`src/rtl/stack_pkg.sv`:
```
// Shared definitions for the operand stack: op encodings and default data width.
package stack_pkg;

   typedef enum logic [1:0] {
      OP_PUSH = 2'b00,
      OP_POP  = 2'b01,
      OP_REP2 = 2'b10,
      OP_REP1 = 2'b11
   } op_t;

   localparam int unsigned STACK_WIDTH = 8;

endpackage

```
`src/rtl/operand_stack.sv`:
```
// LIFO operand stack between unified memory and the ALU; one op per op_en pulse,
// top and next-on-stack exposed combinationally as ALU operands.
module operand_stack
   import stack_pkg::*;
#(
   parameter int unsigned WIDTH = STACK_WIDTH,
   parameter int unsigned DEPTH = 8,
   parameter int unsigned CW    = $clog2(DEPTH + 1)
) (
   input  logic             clk,
   input  logic             rst,
   input  logic             op_en,
   input  logic [1:0]       op,
   input  logic [WIDTH-1:0] data_in,
   output logic [WIDTH-1:0] tos,
   output logic [WIDTH-1:0] nos,
   output logic [CW-1:0]    count,
   output logic             empty,
   output logic             full,
   output logic             err
);

   logic [WIDTH-1:0] mem_q [DEPTH];
   logic [CW-1:0]    count_q, count_d;
   logic             err_q, err_d;
   logic             wr_en;
   logic [CW-1:0]    wr_idx;

   assign count = count_q;
   assign err   = err_q;
   assign empty = (count_q == '0);
   assign full  = (count_q == CW'(DEPTH));

   // Illegal ops only raise err; count and entries are left untouched.
   always_comb begin
      wr_en   = 1'b0;
      wr_idx  = '0;
      count_d = count_q;
      err_d   = err_q;
      if (op_en) begin
         unique case (op_t'(op))
            OP_PUSH: begin
               if (!full) begin
                  wr_en   = 1'b1;
                  wr_idx  = count_q;
                  count_d = count_q + CW'(1);
               end else begin
                  err_d = 1'b1;
               end
            end
            OP_POP: begin
               if (!empty) count_d = count_q - CW'(1);
               else        err_d   = 1'b1;
            end
            OP_REP2: begin
               if (count_q >= CW'(2)) begin
                  wr_en   = 1'b1;
                  wr_idx  = count_q - CW'(2);
                  count_d = count_q - CW'(1);
               end else begin
                  err_d = 1'b1;
               end
            end
            OP_REP1: begin
               if (!empty) begin
                  wr_en  = 1'b1;
                  wr_idx = count_q - CW'(1);
               end else begin
                  err_d = 1'b1;
               end
            end
            default: err_d = err_q;
         endcase
      end
   end

   always_ff @(posedge clk or negedge rst) begin
      if (!rst) begin
         count_q <= '0;
         err_q   <= 1'b0;
         for (int unsigned i = 0; i < DEPTH; i++) mem_q[i] <= '0;
      end else begin
         count_q <= count_d;
         err_q   <= err_d;
         for (int unsigned i = 0; i < DEPTH; i++) begin
            if (wr_en && (wr_idx == CW'(i))) mem_q[i] <= data_in;
         end
      end
   end

   // Decoded reads avoid indexing the array with a wider-than-needed pointer.
   always_comb begin
      tos = '0;
      nos = '0;
      for (int unsigned i = 0; i < DEPTH; i++) begin
         if ((count_q >= CW'(1)) && (CW'(i) == count_q - CW'(1))) tos = mem_q[i];
         if ((count_q >= CW'(2)) && (CW'(i) == count_q - CW'(2))) nos = mem_q[i];
      end
   end

endmodule
```
`config.mk`:
```
export PLATFORM = sky130hd
export DESIGN_NAME = operand_stack
export DESIGN_NICKNAME = d
export VERILOG_FILES = /design/src/rtl/stack_pkg.sv /design/src/rtl/operand_stack.sv
export SDC_FILE = /design/constraint.sdc
export NUM_CORES = 1
export LEC_CHECK = 0
export CAP_MARGIN = 10
export CORE_MARGIN = 2
export CORE_UTILIZATION = 56
export CTS_BUF_LIST = sky130_fd_sc_hd__clkbuf_16
export DETAILED_ROUTE_END_ITERATION = 8
export HOLD_SLACK_MARGIN = 0.03
export PLACE_DENSITY = 0.78
export SYNTH_ARGS = -nofsm -noshare
export SYNTH_HDL_FRONTEND = slang
export SYNTH_SLANG_ARGS = --single-unit
```
`constraint.sdc`:
```
create_clock -name clk -period 4.3 [get_ports clk]
set_input_delay 0.86 -clock clk [delete_from_list [all_inputs] [get_ports clk]]
set_output_delay 0.86 -clock clk [all_outputs]
set_load 0.05 [all_outputs]
```
-- Word-level counts from Yosys, hierarchy flattened
Index checks and enable logic that the tools add are counted.
- bits in registers: 69
- input bits: 13
- output and inout bits: 23
- word-level logic and storage cells: 113
- $add $sub $neg: 3
- magnitude comparators: 2
- eq/ne operators: 31
- muxes and demuxes: 34
- reductions and logical operators: 33
- operator list (cell ; number):
    $mux W8 ; 16
    $eq A3 B4 Y1 const A ; 8
    $mux W4 ; 7
    $logic_and A1 B1 Y1 ; 24
    $pmux W4 S3 ; 2
    $eq A2 B4 Y1 const A ; 4
    $eq A4 B3 Y1 const B ; 4
    $logic_not A4 Y1 ; 4
    $ne A2 B2 Y1 const B ; 5
    $eq A1 B4 Y1 const A ; 2
    $eq A4 B2 Y1 const B ; 2
    $mux W1 ; 7
    $pmux W1 S3 ; 2
    $reduce_and A5 Y1 ; 1
    $add A4 B1 Y4 const B ; 1
    $eq A2 B2 Y1 const B ; 2
    $eq A4 B1 Y1 const B ; 1
    $eq A4 B4 Y1 const B ; 1
    $ge A4 B1 Y1 const B ; 1
    $ge A4 B2 Y1 const B ; 1
    $reduce_and A4 Y1 ; 1
    $sub A4 B1 Y4 const B ; 1
    $sub A4 B2 Y4 const B ; 1
    $reduce_bool A3 Y1 ; 1
    4 further kinds ; 4

-- Logic depth before layout (Yosys ltp)
Gate-level depths: netlist of the first run.
- word-level depth: 11
- gate-level depth with buffers: 11
- mapped depth without buffers: 9

-- Worst setup path after synthesis of the first run
Ideal clock, no wire load.
- path type: register -> output
- start: reg count_q[1], in the netlist count[1]
- end: out tos[3]
- data arrival time: 3.746 ns
- data required time: 3.440 ns
- setup slack: -0.306 ns
- stages on the path, launching flop included: 10
- path buffers: 3
- cells stage by stage: dfrtp_1 -> inv_1 -> ha_1 -> clkbuf_1 -> or4b_2 -> clkbuf_1 -> nand2_1 -> buf_2 -> o211ai_1 -> a222oi_1
- cells in the longest elaborated chain, start to end: 11
- elaborated cells between the ends (all ways): 26
- classes of those cells: add/sub (1); order compare (1); eq/ne (7); mux (8); reduce/logical (9)
- RTL lines (item ; RTL line ; text):
    from (decl) ; operand_stack.sv:24 ; logic [CW-1:0] count_q, count_d;
    from (signal assigned) ; operand_stack.sv:83 ; count_q <= count_d;
    $sub A4 B1 Y4 ; operand_stack.sv:96 ; if ((count_q >= CW'(1)) && (CW'(i) == count_q - CW'(1))) tos = mem_q[i];
    $logic_not A4 Y1 ; operand_stack.sv:96 ;
    $logic_and A1 B1 Y1 ; operand_stack.sv:96 ;
    $mux W8 (7 in series) ; operand_stack.sv:96 ;
    $mux W8 (*) ; operand_stack.sv:96 ;
    to (decl) ; operand_stack.sv:15 ; output logic [WIDTH-1:0] tos,
Mark *: on every way between the ends. The rest lies on a longest branch, timed or not.

-- Worst setup path after layout of the first run
- start: reg count_q[2], in the netlist count[2]
- end: out tos[1]
The elaborated chain is that of the path after synthesis.

==> flow_summary_export.csv, run 1 <==
group,metric,value,unit
status,status,"finished, final reports clean",
drt,first_pass_iters,6,
yosys,yosysTopAreaCellShare,37.5,%
setup_path,crit_required,3.44,ns
power_and_ir_drop,power,5.22,mW
drt,drc,0,
yosys,synth_fp_nets,498,
floorplanning,ioPinCount,36,
power_and_ir_drop,switching_share,49.6,%
sta,tightestPinTransition,0.877,ns
floorplanning,dieHeight,94.7,µm
finish,final_layout_size_suffix_gt1_share,25.6,%
clock_network,hold_buffers,0,
power_and_ir_drop,leakagePower,2.25,nW
drt,vias,4275,
clock_network,cts_tree,"built",
clock_network,clock_latency,0.34,ns
finish,finalNetCount,534,
setup_path,setup.worst_path.class,"reg -> out",
yosys,syn_area_per_cell,9.76,µm²
drt,wirelength,14.0,mm
floorplanning,start_util,56.9,%
power_and_ir_drop,p_int,2.63,mW
sta,holdWs,0.467,ns
global_routing,antenna_found_initial,0,
yosys,async_reset_ff_share,100,%
setup_path,critPathMaxFanout,15,
floorplanning,dieArea,0.00897,mm²
clock_network,cts_made_buffers,9,
global_routing,grt_pass1_wl,21.6,mm
sta,fin_crit,4.14,ns
setup_path,cp_data_arrival_time,3.28,ns
place,gp_congestion,1.04,
sta,fin_setup_tns,0,ns
clock_network,cts_buffer_depth,2,
clock_network,postCtsSetupRepairBufs,0,
yosys,synthTopCellsByArea,"dfrtp_1, mux2_2, a21oi_1",
floorplanning,coreArea,0.00809,mm²
clock_network,cts.sinks,69,
clock_network,cts.reportedPaths.clkPinSlew,0.06,ns
power_and_ir_drop,ir_drop,0.625,mV
sta,rsz0062_at_grt,"no",
yosys,ys.flop_type,"dfrtp_1",
finish,fin_util,67.5,%
drt,antenna_left,0,
yosys,synth_edf_count,0,
yosys,yosysUniqueCellTypes,62,
yosys,synth-seq-area-share,37.5,%
sta,setup_viol_count_final,0,
power_and_ir_drop,powerDensity,956,mW/mm²
sta,drv_slew,0,
place,place_ws,0.486,ns
finish,syn_to_final_growth,18.6,%
yosys,yosys_warnings,0,
global_routing,grt_pass1_vias,4062,
drt,drtIter0Drc,597,
finish,diodes,0,
power_and_ir_drop,seqPwrFrac,24.8,%
setup_path,endpoint_kind,"primary output",
yosys,synth.most_common_cell,"dfrtp_1",
yosys,ys_ff_latch,69,
global_routing,grtUsageTotal,32.4,%
drt,wl_per_cell,22.7,µm
clock_network,htreeDepth,3,
sta,fin_crit_sh,96.3,%
hold_path,hold_class,"reg -> reg",
power_and_ir_drop,p_sw,2.59,mW
global_routing,grt_max_degree,41,
sta,slew_headroom,41.5,%
floorplanning,fp.dieW,94.7,µm
clock_network,clockRootBuffer,"clkbuf_16",
floorplanning,row_count,33,
sta,finalWorstSetupSlack,0.159,ns
global_routing,grt_remaining_overflow,0,
setup_path,cp-start-kind,"register",
flow_run,maxCapViolations,0,
power_and_ir_drop,clockPowerShare,14.1,%
yosys,syn_inst,472,
yosys,ys_top_cells_by_count,"dfrtp_1, mux2_2, nand2_1",
yosys,synth_area,0.00461,mm²
sta,fmax,241,MHz
yosys,synth_top_area_cell,"dfrtp_1",
power_and_ir_drop,p_comb_share,61.0,%
sta,final_hold_viol_count,0,
place,hpwl,9.43,mm
drt,vias_per_cell,6.93,
sta,skew,0.00381,ns
place,io_buffers,35,
## power groups by stage
stage	clock network (mW)	registers [mW]	logic [mW]
floorplan	0	1.20	2.09
global placement	0	1.27	3.04
detailed placement	0	1.28	3.10
CTS	0.745	1.27	3.12
global route	0.770	1.32	3.36
finish	0.738	1.30	3.19
## sequential cells by signal, indices dropped and copies added, names as in the netlist
register,cells
err,1
mem_q,64
count,4
## cells by family (layout without fill, tap and decap cells)
kind of cell / Yosys count / after routing / share of synthesized area [%]
compound gates: 157 / 157 / 24.3
xor+xnor: 8 / 8 / 1.52
fa+ha+maj: 13 / 13 / 3.53
buf+inv: 46 / 86 / 3.94
flops: 69 / 69 / 37.5
mux: 66 / 66 / 16.1
simple gates: 113 / 113 / 13.1
## layout by cell type (no fill, tap or decap), types with 6 or more instances in the layout
cell type	instances
dfrtp_1	66
mux2_2	59
nand2_1	37
a21oi_1	37
o21ai_0	37
nor2_1	30
buf_4	24
clkdlybuf4s50_1	18
inv_1	16
ha_1	13
a22oi_1	9
o2bb2ai_1	9
clkbuf_16	9
buf_12	8
o211ai_1	7
a32oi_1	7
xnor2_1	6
nand3_1	6
o22ai_1	6
and3_1	6
o21a_1	6
## layer usage
| metal | vias to the layer above | share of wire (%) | GRT usage (%) |
|---|---|---|---|
| li1 | 1844 | - | - |
| met1 | 2048 | 41 | 42.6 |
| met2 | 312 | 45 | 50.3 |
| met3 | 71 | 10 | 7.50 |
| met4 | 0 | 4.1 | 15.9 |
| met5 | - | 0 | 0 |
## layout make-up
class                           instances  area (µm²)
Clock buffer                            9         225
Clock inverter                          6        63.8
Fill cell                             628        2630
Inverter                               20        77.6
Multi-Input combinational cell        357        2700
Sequential cell                        69        1740
Tap cell                              105         131
Timing Repair Buffer                   51         526
## final timing paths
check,from,to,slack (ns),cells past startpoint
worst min-delay path,err,err,0.47,1
max in group asynchronous,rst,mem_q[8],2.72,2
min in group asynchronous,rst,err,0.64,1
worst min register to register,err,err,0.47,1
worst max-delay path,count[2],tos[1],0.16,9
worst max register to register,count[0],mem_q[46],0.85,8
## timing repair
action	4_1_cts	5_1_grt
endpoints found under the hold margin	0	0
setup endpoints to repair	0	5
resized for setup	0	2
## metrics by stage
stage          instance area [µm²]  std cells
2_1_floorplan                 4620        472
3_3_place_gp                  5170        602
3_5_place_dp                  5170        602
4_1_cts                       5460        617
5_1_grt                       5460        617
6_report                      5460        617
## critical path, stage by stage, from the launching register on
cell and delay, ns:
dfrtp_2 0.51, inv_1 0.22, ha_1 0.29, a21boi_1 0.26
xnor2_1 0.20, nand2_1 0.38, a21oi_1 0.25, a21oi_1 0.07
a222oi_1 0.54, buf_12 0.21
Note: power is estimated with default switching activity, not from simulation.
==> run 2, diff against run 1 <==
--- a/config.mk
+++ b/config.mk
@@ -12,6 +12,7 @@
 export DETAILED_ROUTE_END_ITERATION = 8
 export HOLD_SLACK_MARGIN = 0.03
 export PLACE_DENSITY = 0.78
+export RECOVER_POWER = 100
 export SYNTH_ARGS = -nofsm -noshare
 export SYNTH_HDL_FRONTEND = slang
 export SYNTH_SLANG_ARGS = --single-unit
==> run 2 against run 1 <==
Against the previous run:
- the run now ends with capacitance limit, slew limit left
- first-iteration DRC count is 4.4% lower
- sequential share of layout area is 0.78 points higher
- sequential power hardly changed
- power is 2.0% lower
- fmax is 0.41% lower
- non-clock buffer count stayed put
- critical endpoint is now nos[0]
- largest cell class unchanged
- highest routed layer unchanged
==> flow_summary_export.csv, run 2 (synthesis results as in run 1) <==
group,metric,value,unit
setup_path,cp-start-kind,"register",
global_routing,grt_max_degree,41,
setup_path,setup.worst_path.class,"reg -> out",
sta,slew_headroom,-39.0,%
global_routing,antenna_found_initial,0,
power_and_ir_drop,switching_share,49.7,%
clock_network,hold_buffers,0,
power_and_ir_drop,p_sw,2.54,mW
sta,fin_setup_tns,0,ns
finish,most-common-layout-cells,"dfrtp_1, mux2_2, nand2_1, a21oi_1, o21ai_0",
status,status,"finished, violations left",
sta,fin_crit,4.16,ns
sta,finalWorstSetupSlack,0.142,ns
finish,largest_register,"mem_q",
sta,tightestPinTransition,2.09,ns
sta,drv_slew,41,
power_and_ir_drop,p_int,2.57,mW
sta,rsz0062_at_grt,"no",
power_and_ir_drop,p_comb_share,60.4,%
clock_network,cts.reportedPaths.clkPinSlew,0.06,ns
clock_network,cts_tree,"built",
place,placed_cell_area,0.00517,mm²
sta,holdWs,0.462,ns
drt,drc,0,
clock_network,htreeDepth,3,
power_and_ir_drop,power,5.11,mW
finish,syn_to_final_growth,15.7,%
floorplanning,dieArea,0.00897,mm²
drt,drtIter0Drc,571,
drt,antenna_left,0,
clock_network,cts.sinks,69,
finish,largest_reg_flops,64,
sta,fin_crit_sh,96.7,%
finish,final_common_cell,"dfrtp_1",
global_routing,grt_pass1_wl,21.6,mm
floorplanning,ioPinCount,36,
finish,final_layout_size_suffix_gt1_share,23.0,%
floorplanning,fp.dieW,94.7,µm
finish,fin_util,65.9,%
setup_path,endpoint_kind,"primary output",
clock_network,clockRootBuffer,"clkbuf_16",
sta,skew,0.00403,ns
drt,vias_per_cell,6.90,
floorplanning,coreArea,0.00809,mm²
place,gp_congestion,1.04,
power_and_ir_drop,clockPowerShare,14.4,%
finish,finalNetCount,534,
floorplanning,start_util,56.9,%
floorplanning,dieHeight,94.7,µm
status,violations,"capacitance limit, slew limit",
floorplanning,row_count,33,
place,io_buffers,35,
power_and_ir_drop,leakagePower,2.21,nW
finish,fin_area,0.00533,mm²
global_routing,grt_pass1_vias,4062,
power_and_ir_drop,powerDensity,960,mW/mm²
clock_network,cts_buffer_depth,2,
drt,vias,4258,
flow_run,maxCapViolations,1,
hold_path,hold_class,"reg -> reg",
drt,first_pass_iters,6,
place,place_ws,0.486,ns
setup_path,crit_required,3.44,ns
drt,wirelength,13.9,mm
setup_path,cp_data_arrival_time,3.30,ns
setup_path,critPathMaxFanout,16,
global_routing,grtUsageTotal,32.4,%
global_routing,grt_remaining_overflow,0,
power_and_ir_drop,seqPwrFrac,25.2,%
drt,wl_per_cell,22.6,µm
place,hpwl,9.43,mm
clock_network,clock_latency,0.34,ns
power_and_ir_drop,ir_drop,0.623,mV
setup_path,rrSetupSlack,0.39,ns
clock_network,cts_made_buffers,9,
finish,final_cells,617,
sta,setup_viol_count_final,0,
sta,fmax,240,MHz
sta,final_hold_viol_count,0,
finish,num-fill-cells,649,
place,dp.cells,602,
finish,diodes,0,
==> run 2: changes by cell type in the layout (fill, tap and decap cells not counted), sizes merged <==
| cell | change |
|---|---|
| buf | -11 |
| dlygate4sd3 | +8 |
| clkdlybuf4s50 | -8 |
| clkbuf | +11 |
==> run 2: power groups by stage <==
stage          registers, mW  clock network, mW  logic (mW)
3_3_place_gp            1.27                  0        3.04
4_1_cts                 1.27              0.745        3.12
2_1_floorplan           1.20                  0        2.09
5_1_grt                 1.32              0.770        3.26
3_5_place_dp            1.28                  0        3.10
6_report                1.29              0.737        3.09
==> run 2: timing repair <==
action / in CTS / in global routing
gates resized for setup: 0 / 2
buffers inserted: 0 / 0
endpoints found under the setup margin: 0 / 5
==> run 2: final cells by class <==
type | instances | area [µm²] | area share [%]
multi-input combinational | 357 | 2610 | 48.9
sequential | 69 | 1740 | 32.6
timing repair buffer | 51 | 492 | 9.23
clock buffer | 9 | 225 | 4.23
tap | 105 | 131 | 2.46
inverter | 20 | 77.6 | 1.46
clock inverter | 6 | 63.8 | 1.20
==> run 2: per-layer routing <==
metal  vias to the layer above  global-route usage [%]  wire length, µm
li1                       1838                       -                -
met1                      2048                    42.6             5590
met2                       301                    50.3             6210
met3                        71                    7.50             1540
met4                         0                    15.9              588
met5                         -                       0                0
==> run 2: path summary, 6_finish.rpt <==
path / start / cells past startpoint / to
setup / recovery: count[0] / 8 / nos[0]
hold / removal: err / 1 / err
setup reg to reg: count[0] / 8 / mem_q[11]
hold reg to reg: err / 1 / err
max in group asynchronous: rst / 2 / mem_q[44]
min in group asynchronous: rst / 1 / err
==> run 2: critical path: stages (launching register included) <==
cell and delay, ns:
dfrtp_4 0.50, inv_2 0.07, ha_1 0.33, or3_1 0.41, a21oi_1 0.21, nand2b_1 0.59
o21ai_0 0.26, a32oi_1 0.26, clkbuf_2 0.31
==> run 3, diff against run 2 <==
==> constraint.sdc (replaced) <==
create_clock -name clk -period 4 [get_ports clk]
set_input_delay 0.8 -clock clk [delete_from_list [all_inputs] [get_ports clk]]
set_output_delay 0.8 -clock clk [all_outputs]
set_load 0.05 [all_outputs]
==> run 3 against run 2 <==
Against the previous run:
- the flow still finishes with violations (capacitance limit, slew limit)
- clock skew rose by 0.0013 ns
- final cell count rose by 0.16%
- count of clock-buffer cells in the layout did not move
- first-iteration DRC count rose by 2.8%
- combinational power rose by 13%
- setup slack got worse by 0.068 ns
- non-clock buffer count did not move
- routed wire length rose by 5.0%
- global-route usage rose by 1.1 points
- sequential cell count did not move
- clock power rose by 25%
- sequential share of layout area fell by 0.86 points
- critical path type unchanged
- largest power group unchanged
==> flow_summary_export.csv, run 3 (synthesis results as in run 1) <==
group,metric,value,unit
hold_path,hold_path_depth,1,
finish,final_cells,618,
sta,rsz0062_at_grt,"no",
finish,largest_register,"mem_q",
finish,diodes,0,
global_routing,grt_pass1_wl,22.5,mm
setup_path,crit_required,3.20,ns
power_and_ir_drop,ir_drop,0.720,mV
sta,fin_setup_tns,0,ns
clock_network,cts.reportedPaths.clkPinSlew,0.06,ns
global_routing,grt_remaining_overflow,0,
setup_path,cp_data_arrival_time,3.13,ns
drt,drtIter0Drc,587,
setup_path,critPathCapture,"tos[3]",
place,dp.cells,599,
sta,fmax,255,MHz
setup_path,setup.worst_path.class,"reg -> out",
clock_network,cts_buffer_depth,2,
drt,wl_per_cell,23.7,µm
hold_path,hold_class,"reg -> reg",
drt,drc,0,
setup_path,cp-start-kind,"register",
hold_path,hold_start,"err",
drt,antenna_left,0,
floorplanning,dieArea,0.00897,mm²
setup_path,endpoint_kind,"primary output",
drt,wirelength,14.6,mm
status,violations,"capacitance limit, slew limit",
finish,fin_area,0.00548,mm²
setup_path,r2r-end,"mem_q[55]",
floorplanning,dieHeight,94.7,µm
floorplanning,row_count,33,
place,placed_cell_area,0.00518,mm²
finish,final_layout_size_suffix_gt1_share,25.9,%
clock_network,htreeDepth,3,
setup_path,cpPeakStageDelay,0.52,ns
drt,vias,4321,
sta,setup_viol_count_final,0,
clock_network,cts_made_buffers,9,
finish,syn_to_final_growth,18.9,%
global_routing,grt_max_degree,46,
global_routing,grtUsageTotal,33.5,%
setup_path,critPathMaxFanout,15,
finish,final_common_cell,"dfrtp_1",
clock_network,cts.sinks,69,
sta,final_hold_viol_count,0,
clock_network,cts_tree,"built",
drt,first_pass_iters,5,
drt,vias_per_cell,6.99,
setup_path,crit_chain,"inv_2 > ha_1 > a21boi_4 > xnor2_1 > nand2_2 > nor2_1 > o211ai_1 > a222oi_1 > buf_12",
setup_path,worstSetupStartpoint,"count[2]",
setup_path,rr_startpoint,"count[0]",
floorplanning,coreArea,0.00809,mm²
sta,drv_slew,46,
place,gp_congestion,0.978,
floorplanning,fp.dieW,94.7,µm
floorplanning,ioPinCount,36,
sta,fin_crit,3.93,ns
flow_run,maxCapViolations,1,
finish,most-common-layout-cells,"dfrtp_1, mux2_2, a21oi_1",
floorplanning,start_util,56.9,%
sta,holdWs,0.481,ns
status,status,"finished, violations left",
power_and_ir_drop,powerDensity,1060,mW/mm²
place,io_buffers,35,
finish,finalNetCount,534,
place,hpwl,9.82,mm
sta,fin_crit_sh,98.1,%
power_and_ir_drop,leakagePower,2.24,nW
global_routing,grt_pass1_vias,4256,
global_routing,antenna_found_initial,0,
clock_network,clock_latency,0.34,ns
sta,tightestPinTransition,2.57,ns
clock_network,clockRootBuffer,"clkbuf_16",
sta,skew,0.00536,ns
setup_path,rrSetupSlack,0.25,ns
sta,slew_headroom,-71.4,%
setup_path,rr_worst_depth,8,
setup_path,slowest_stage,"dfrtp_2",
finish,largest_reg_flops,64,
run 3: worst min path at each step:
stage                      to  slack [ns]
finish                    err        0.48
global route              err        0.49
CTS                       err        0.49
detailed placement        err        0.48
global placement          err        0.45
floorplan           mem_q[20]        0.47
run 3: routing by layer:
layer  up-vias  track usage (%)  routed length [µm]
met1      2094             42.5                5680
met3        84             7.66                1460
met4         0             19.7                 811
met2       298             52.4                6680
met5         -                0                   0
li1       1845                -                   -
run 3: where the power goes:
part           internal [mW]  switching [mW]
Clock                  0.606           0.315
Combinational           1.35            2.13
Sequential              1.01           0.379
run 3: worst max-delay path: cells and delay by family, from the launching register on:
| kind | cells | cell delay [ns] |
|---|---|---|
| AOI/OAI and AO/OA | 3 | 0.96 |
| xor gates and xnor gates | 1 | 0.23 |
| adders and majority gates | 1 | 0.25 |
| buffers and inverters | 2 | 0.36 |
| DFF | 1 | 0.52 |
| and+or+nand+nor | 2 | 0.45 |
run 3: what timing repair did:
action                     4_1_cts  5_1_grt
resized for setup                2        7
setup endpoints to repair        2        9
setup buffers                    0        3
pin swaps                        1        3
hold buffers                     0        0
run 3: layout make-up:
cell class | count | area (µm²)
Timing Repair Buffer | 51 | 508
Sequential cell | 69 | 1740
Tap cell | 105 | 131
Inverter | 20 | 77.6
Clock buffer | 9 | 225
Fill cell | 663 | 2620
Clock inverter | 7 | 114
Multi-Input combinational cell | 357 | 2680
run 3: stage by stage:
stage                     worst slack, ns  power [mW]  utilization, %
final                              0.0741        5.79            67.7
after global routing               0.0194        6.02            67.7
after CTS                          0.0129        5.73            68.4
after detailed placement            0.264        4.75            64.1
after global placement              0.350        4.68            64.1
after floorplan                    0.0181        3.60               -
